[config.mk]
export PLATFORM = sky130hd
export DESIGN_NAME = axi_wid_tracker_flat
export DESIGN_NICKNAME = d
export VERILOG_FILES = /design/src/rtl/axi_wid_tracker_if.sv /design/src/rtl/axi_wid_tracker.sv /design/src/flat_wrapper.sv
export SDC_FILE = /design/constraint.sdc
export NUM_CORES = 1
export LEC_CHECK = 0
export ABC_AREA = 0
export ABC_CLOCK_PERIOD_IN_PS = 4100
export CAP_MARGIN = 20
export CORE_ASPECT_RATIO = 1.2
export CORE_UTILIZATION = 40
export DETAILED_ROUTE_END_ITERATION = 16
export PLACE_DENSITY_LB_ADDON = 0.08
export SETUP_SLACK_MARGIN = 0.3
export SYNTH_ARGS = -nofsm -noshare
export SYNTH_HDL_FRONTEND = slang
export SYNTH_SLANG_ARGS = --single-unit
[constraint.sdc]
create_clock -name aclk -period 4.1 [get_ports aclk]
set_clock_uncertainty 0.05 [all_clocks]
set_input_delay 0.82 -clock aclk [delete_from_list [all_inputs] [get_ports aclk]]
set_output_delay 0.82 -clock aclk [all_outputs]
set_load 0.02 [all_outputs]
[src/rtl/axi_wid_tracker_if.sv]
// AXI4 core side plus AXI3 interconnect side write-address/write-data signals for axi_wid_tracker.
// slave: the adapter's view. master: the view of the agent that drives the core and interconnect.
interface axi_wid_tracker_if #(
  parameter int ID_W   = 4,
  parameter int DATA_W = 32,
  parameter int LEN_W  = 8
);
  logic                s_awvalid, s_awready;
  logic [ID_W-1:0]     s_awid;
  logic [LEN_W-1:0]    s_awlen;
  logic                m_awvalid, m_awready;
  logic [ID_W-1:0]     m_awid;
  logic [LEN_W-1:0]    m_awlen;
  logic                s_wvalid, s_wready, s_wlast;
  logic [DATA_W-1:0]   s_wdata;
  logic [DATA_W/8-1:0] s_wstrb;
  logic                m_wvalid, m_wready, m_wlast;
  logic [ID_W-1:0]     m_wid;
  logic [DATA_W-1:0]   m_wdata;
  logic [DATA_W/8-1:0] m_wstrb;

  modport slave (
    input  s_awvalid, s_awid, s_awlen, m_awready,
           s_wvalid, s_wdata, s_wstrb, s_wlast, m_wready,
    output s_awready, m_awvalid, m_awid, m_awlen,
           s_wready, m_wvalid, m_wid, m_wdata, m_wstrb, m_wlast
  );

  modport master (
    output s_awvalid, s_awid, s_awlen, m_awready,
           s_wvalid, s_wdata, s_wstrb, s_wlast, m_wready,
    input  s_awready, m_awvalid, m_awid, m_awlen,
           s_wready, m_wvalid, m_wid, m_wdata, m_wstrb, m_wlast
  );
endinterface

[src/rtl/axi_wid_tracker.sv]
// AXI4->AXI3 write adapter: queues {awid, awlen} per accepted AW, drives wid from the head and regenerates wlast.
// Optional macro AXI_WID_BYPASS_EN lets W pass in the same cycle as AW while the queue is empty.
module axi_wid_tracker #(
  parameter int ID_W   = 4,
  parameter int DATA_W = 32,
  parameter int LEN_W  = 8,
  parameter int DEPTH  = 4
) (
  input  logic                   aclk,
  input  logic                   aresetn,
  axi_wid_tracker_if.slave       bus,
  output logic [$clog2(DEPTH):0] outstanding,
  output logic                   wlast_err
);
  localparam int AW = $clog2(DEPTH);

  typedef struct packed {
    logic [ID_W-1:0]  id;
    logic [LEN_W-1:0] len;
  } ent_t;

  ent_t             fifo [DEPTH];
  logic [AW:0]      wptr, rptr;
  logic [LEN_W-1:0] beat_cnt;
  logic [ID_W-1:0]  last_id;
  ent_t             head;
  logic             empty, full, aw_ok, aw_hs, w_hs, push, pop, byp;

  assign head  = fifo[rptr[AW-1:0]];
  assign empty = (wptr == rptr);
  assign full  = (wptr[AW-1:0] == rptr[AW-1:0]) && (wptr[AW] != rptr[AW]);
  assign aw_ok = aresetn & ~full;

  assign bus.m_awvalid = bus.s_awvalid & aw_ok;
  assign bus.s_awready = bus.m_awready & aw_ok;
  assign bus.m_awid    = bus.s_awid;
  assign bus.m_awlen   = bus.s_awlen;
  assign bus.m_wdata   = bus.s_wdata;
  assign bus.m_wstrb   = bus.s_wstrb;

  // With the queue empty, m_wid falls back to the last completed burst's id so it never goes X.
  always_comb begin
    byp          = 1'b0;
    bus.m_wvalid = aresetn & bus.s_wvalid & ~empty;
    bus.s_wready = aresetn & bus.m_wready & ~empty;
    bus.m_wid    = !aresetn ? '0 : (empty ? last_id : head.id);
    bus.m_wlast  = aresetn & ~empty & (beat_cnt == head.len);
`ifdef AXI_WID_BYPASS_EN
    if (aresetn && empty && bus.s_awvalid) begin
      byp          = 1'b1;
      bus.m_wvalid = bus.s_wvalid & bus.s_awvalid;
      bus.s_wready = bus.m_wready & bus.m_awready;
      bus.m_wid    = bus.s_awid;
      bus.m_wlast  = (bus.s_awlen == '0);
    end
`endif
  end

  assign aw_hs = bus.s_awvalid & bus.s_awready;
  assign w_hs  = bus.s_wvalid & bus.s_wready;
  assign pop   = w_hs & bus.m_wlast & ~byp;
  // A bypassed single-beat burst finishes in its AW cycle and never needs an entry.
  assign push  = aw_hs & ~(byp & w_hs & bus.m_wlast);

  always_ff @(posedge aclk)
    if (push) fifo[wptr[AW-1:0]] <= '{id: bus.s_awid, len: bus.s_awlen};

  always_ff @(posedge aclk) begin
    if (!aresetn) begin
      wptr      <= '0;
      rptr      <= '0;
      beat_cnt  <= '0;
      last_id   <= '0;
      wlast_err <= 1'b0;
    end else begin
      if (push) wptr <= wptr + 1'b1;
      if (pop)  rptr <= rptr + 1'b1;
      if (w_hs) begin
        if (bus.m_wlast) begin
          beat_cnt <= '0;
          last_id  <= bus.m_wid;
        end else begin
          beat_cnt <= beat_cnt + 1'b1;
        end
        if (bus.s_wlast != bus.m_wlast) wlast_err <= 1'b1;
      end
    end
  end

  assign outstanding = aresetn ? (wptr - rptr) : '0;
endmodule
[src/flat_wrapper.sv]
// flat-port wrapper written by rule: the top's interface ports become plain ports
module axi_wid_tracker_flat 
#(
  parameter int ID_W   = 4,
  parameter int DATA_W = 32,
  parameter int LEN_W  = 8,
  parameter int DEPTH  = 4
)
  (aclk, aresetn, outstanding, wlast_err, bus_s_awvalid, bus_s_awid, bus_s_awlen, bus_m_awready, bus_s_wvalid, bus_s_wdata, bus_s_wstrb, bus_s_wlast, bus_m_wready, bus_s_awready, bus_m_awvalid, bus_m_awid, bus_m_awlen, bus_s_wready, bus_m_wvalid, bus_m_wid, bus_m_wdata, bus_m_wstrb, bus_m_wlast);
  axi_wid_tracker_if #(.ID_W(ID_W), .DATA_W(DATA_W), .LEN_W(LEN_W)) bus_i ();
  input  logic aclk;
  input  logic aresetn;
  output logic [$clog2(DEPTH):0] outstanding;
  output logic wlast_err;
  input wire logic [$bits(bus_i.s_awvalid)-1:0] bus_s_awvalid;
  input wire logic [$bits(bus_i.s_awid)-1:0] bus_s_awid;
  input wire logic [$bits(bus_i.s_awlen)-1:0] bus_s_awlen;
  input wire logic [$bits(bus_i.m_awready)-1:0] bus_m_awready;
  input wire logic [$bits(bus_i.s_wvalid)-1:0] bus_s_wvalid;
  input wire logic [$bits(bus_i.s_wdata)-1:0] bus_s_wdata;
  input wire logic [$bits(bus_i.s_wstrb)-1:0] bus_s_wstrb;
  input wire logic [$bits(bus_i.s_wlast)-1:0] bus_s_wlast;
  input wire logic [$bits(bus_i.m_wready)-1:0] bus_m_wready;
  output wire logic [$bits(bus_i.s_awready)-1:0] bus_s_awready;
  output wire logic [$bits(bus_i.m_awvalid)-1:0] bus_m_awvalid;
  output wire logic [$bits(bus_i.m_awid)-1:0] bus_m_awid;
  output wire logic [$bits(bus_i.m_awlen)-1:0] bus_m_awlen;
  output wire logic [$bits(bus_i.s_wready)-1:0] bus_s_wready;
  output wire logic [$bits(bus_i.m_wvalid)-1:0] bus_m_wvalid;
  output wire logic [$bits(bus_i.m_wid)-1:0] bus_m_wid;
  output wire logic [$bits(bus_i.m_wdata)-1:0] bus_m_wdata;
  output wire logic [$bits(bus_i.m_wstrb)-1:0] bus_m_wstrb;
  output wire logic [$bits(bus_i.m_wlast)-1:0] bus_m_wlast;
  assign bus_i.s_awvalid = bus_s_awvalid;
  assign bus_i.s_awid = bus_s_awid;
  assign bus_i.s_awlen = bus_s_awlen;
  assign bus_i.m_awready = bus_m_awready;
  assign bus_i.s_wvalid = bus_s_wvalid;
  assign bus_i.s_wdata = bus_s_wdata;
  assign bus_i.s_wstrb = bus_s_wstrb;
  assign bus_i.s_wlast = bus_s_wlast;
  assign bus_i.m_wready = bus_m_wready;
  assign bus_s_awready = bus_i.s_awready;
  assign bus_m_awvalid = bus_i.m_awvalid;
  assign bus_m_awid = bus_i.m_awid;
  assign bus_m_awlen = bus_i.m_awlen;
  assign bus_s_wready = bus_i.s_wready;
  assign bus_m_wvalid = bus_i.m_wvalid;
  assign bus_m_wid = bus_i.m_wid;
  assign bus_m_wdata = bus_i.m_wdata;
  assign bus_m_wstrb = bus_i.m_wstrb;
  assign bus_m_wlast = bus_i.m_wlast;
  axi_wid_tracker #(.ID_W(ID_W), .DATA_W(DATA_W), .LEN_W(LEN_W), .DEPTH(DEPTH)) u_core (.aclk(aclk), .aresetn(aresetn), .bus(bus_i), .outstanding(outstanding), .wlast_err(wlast_err));
endmodule
==> flow_summary_export.csv <==
group,metric,value,unit
run_status,status,"finished clean",
placed_design,dp.cells,346,
floorplanning,die_area,8649,µm²
power,combPwrFrac,0.062,
setup_path,reg2reg_depth,7,
logic_synthesis,ys_warn_count,0,
setup_path,worstPathArrival,2.77,ns
sta,timing.final.hold_violations,0,
placed_design,dpl.hpwl,4375,µm
setup_path,start_kind,"flop",
job,max-cap-violations,0,
detailed_routing,viasPerCell,5.215,
sta,slew_headroom,0.4926,
power,seqPwrFrac,0.557,
floorplanning,die_w,85.07,µm
cts,clkTransAtPathRegs,0.08,ns
logic_synthesis,synth.top_cell.area_share,0.4352,
sta,rsz0062_at_grt,"no",
sta,fin_ws,0.4617,ns
min_path,hold_depth,2,
logic_synthesis,synthCells,260,
grt,grt-ovfl-total,0,
setup_path,critPathMaxFanout,11,
placed_design,place.gp.congestion,0.7124,
power,swShare,0.2360,
logic_synthesis,yosys.area_share.simple,0.09445,
sta,worst_slew_pin_slew,0.7604,ns
cells_and_area,finalNonFillerCells,362,
detailed_routing,via_count,1888,
logic_synthesis,post-synth-top-area-cell,"edfxtp_1",
power,peakVddDrop,0.0002390,V
logic_synthesis,synth_area_per_cell,12.74,µm²
logic_synthesis,synth_ff_type,"edfxtp_1",
detailed_routing,drc,0,
power,finalPower,1.349,mW
cts,cts_sinks,69,
setup_path,worstSetupEndpointType,"primary output",
setup_path,required,3.23,ns
logic_synthesis,synthXorXnorAreaFrac,0.04760,
floorplanning,coreArea,8063,µm²
cells_and_area,antennaDiodeCount,0,
logic_synthesis,synth.area.mux_share,0.08614,
cts,cts_max_level,3,
grt,grt_first_pass_wirelength,9949,µm
detailed_routing,routed_wl,6305,µm
power,power_frac_clock,0.381,
cells_and_area,fillers,744,
power,power_density,364.7,nW/µm²
detailed_routing,dr.first_iter.drc_count,141,
power,p_leak,1.265,nW
min_path,hp-class,"flop to flop",
logic_synthesis,synth_seq_cells,69,
floorplanning,pin_count,116,
floorplanning,die_y,101.7,µm
cells_and_area,nNetsFinal,326,
logic_synthesis,synthDistinctLibCells,33,
grt,grt_max_degree,19,
cts,numCtsBuffers,9,
cells_and_area,fin_area,3699,µm²
cells_and_area,drive_gt1_frac,0.1386,
grt,track_usage,0.1579,
grt,grt_pass1_vias,1897,
floorplanning,rows,36,
logic_synthesis,synth_top_family_by_area,"buffers and inverters",
placed_design,io_buffers,43,
sta,final_max_slew_viol_count,0,
placed_design,dpl-instance-area,3501,µm²
cells_and_area,fin_util,0.4587,
sta,period_minus_slack,3.638,ns
sta,setup_tns,0,ns
logic_synthesis,ys_async_sr_fraction,0,
power,p_int,1.030,mW
grt,antenna_found_initial,0,
cts,clock-root-buffer,"clkbuf_8",
detailed_routing,detail-route-antenna-nets,0,
sta,setup_violations,0,
sta,post-route-period-util,0.8874,
detailed_routing,wire_per_inst,17.42,µm
logic_synthesis,synth_compound_area_frac,0.04307,
logic_synthesis,synth-edff-count,48,
logic_synthesis,synthesis.area,3312,µm²
placed_design,place_ws,0.2164,ns
floorplanning,initial_utilization,0.4108,
cts,cts_tree,"built",
logic_synthesis,synth_fa_ha_area_frac,0.03627,
power,p_switching,0.3183,mW
logic_synthesis,synth_area_leaders,"edfxtp_1 44%, dfxtp_1 13%, buf_4 12%, mux4_2 6.8%, xnor2_1 3.4%",
detailed_routing,firstDrtPassIters,4,
cells_and_area,syn_to_final_growth,11.67,%
sta,hold_ws,0.4098,ns
cts,clk_path_buf_depth,2,
setup_path,critical_path_class,"flop to primary output",
logic_synthesis,syn_nets,324,
cts,clk_latency,0.35,ns
cts,ctsHoldBuffers,0,
logic_synthesis,yosysSeqAreaShare,0.5621,
sta,fmax,274.9,MHz
cell usage after synthesis, drive strengths merged, types with 2 or more instances:
| cell | number |
|---|---|
| inv | 4 |
| and3 | 10 |
| xor2 | 5 |
| nand3 | 11 |
| a21oi | 10 |
| or4 | 2 |
| xnor2 | 13 |
| mux2i | 6 |
| buf | 51 |
| dfxtp | 21 |
| ha | 8 |
| or3 | 3 |
| clkbuf | 8 |
| nor3 | 11 |
| a22o | 4 |
| o21ai | 4 |
| a31oi | 2 |
| nand2 | 12 |
| mux4 | 10 |
| edfxtp | 48 |
| nor2 | 6 |
| and2 | 2 |
placed cells by master (no fill, tap or decap), drive strengths merged, types with 3 or more instances in the layout:
cell	n
mux2i	6
dfxtp	21
mux4	10
a22o	4
clkdlybuf4s50	42
clkbuf	10
nor3	11
clkinv	5
nor2	6
a21oi	10
edfxtp	48
nand2	12
and3	10
buf	7
xnor2	13
xor2	5
nand3	11
inv	5
or3	3
o21ai	4
ha	8
routing by layer:
layer | part of all wire | track usage
met1 | 0.42 | 0.1868
met2 | 0.48 | 0.2593
met3 | 0.061 | 0.04645
met4 | 0.037 | 0.08735
met5 | 0 | 0
registers in the layout (all words and copies together) (netlist names), named ones only:
signal and flops:
u_core.wptr 3, u_core.wlast_err 1, u_core.fifo 48, u_core.beat_cnt 8, u_core.last_id 4, u_core.rptr 3
cells by family after synthesis:
kind of cell             count (synthesis)
adder cells (fa/ha/maj)                  9
multiplexers                            16
XOR/XNOR                                18
flip-flops                              69
buffers and inverters                   64
AO/OA/AOI/OAI                           23
AND/OR/NAND/NOR                         61
power by group through the flow:
stage	Combinational (mW)	Clock [mW]	Sequential, mW
after floorplan	0.0951	0	0.768
after global placement	0.0844	0	0.768
after detailed placement	0.0842	0	0.768
after CTS	0.0854	0.526	0.752
after global routing	0.0911	0.557	0.752
final	0.0840	0.514	0.751
cell type report:
class / count / area, µm² / share of cell area
well taps: 95 / 118.9 / 0.03214
flip-flops and latches: 69 / 1866 / 0.5044
inverters: 5 / 18.77 / 0.005074
clock inverters: 6 / 47.55 / 0.01286
repair buffers: 50 / 485.5 / 0.1313
clock buffers: 10 / 137.6 / 0.03721
multi-input cells: 127 / 1025 / 0.2771
final timing paths:
path                                               startpoint                            end  slack (ns)
worst max-delay path                                     flop                    bus_m_wlast        0.46
worst min-delay path            u_core.wlast_err$_SDFFE_PN0P_  u_core.wlast_err$_SDFFE_PN0P_        0.41
worst min register to register  u_core.wlast_err$_SDFFE_PN0P_  u_core.wlast_err$_SDFFE_PN0P_        0.41
worst max register to register                           flop                           flop        1.54
critical path: stages, from the launching register on:
cell and delay (ns):
dfxtp_1 0.70, mux2i_1 0.29, xnor2_1 0.08, or3_1 0.35
a211o_1 0.30, inv_2 0.07, clkdlybuf4s50_1 0.62
what timing repair did:
action,CTS,global route
gates resized for setup,3,2
pin swaps,0,0
buffers inserted,0,0
endpoints found under the setup margin,5,4
Note: power is estimated with default switching activity, not from simulation.
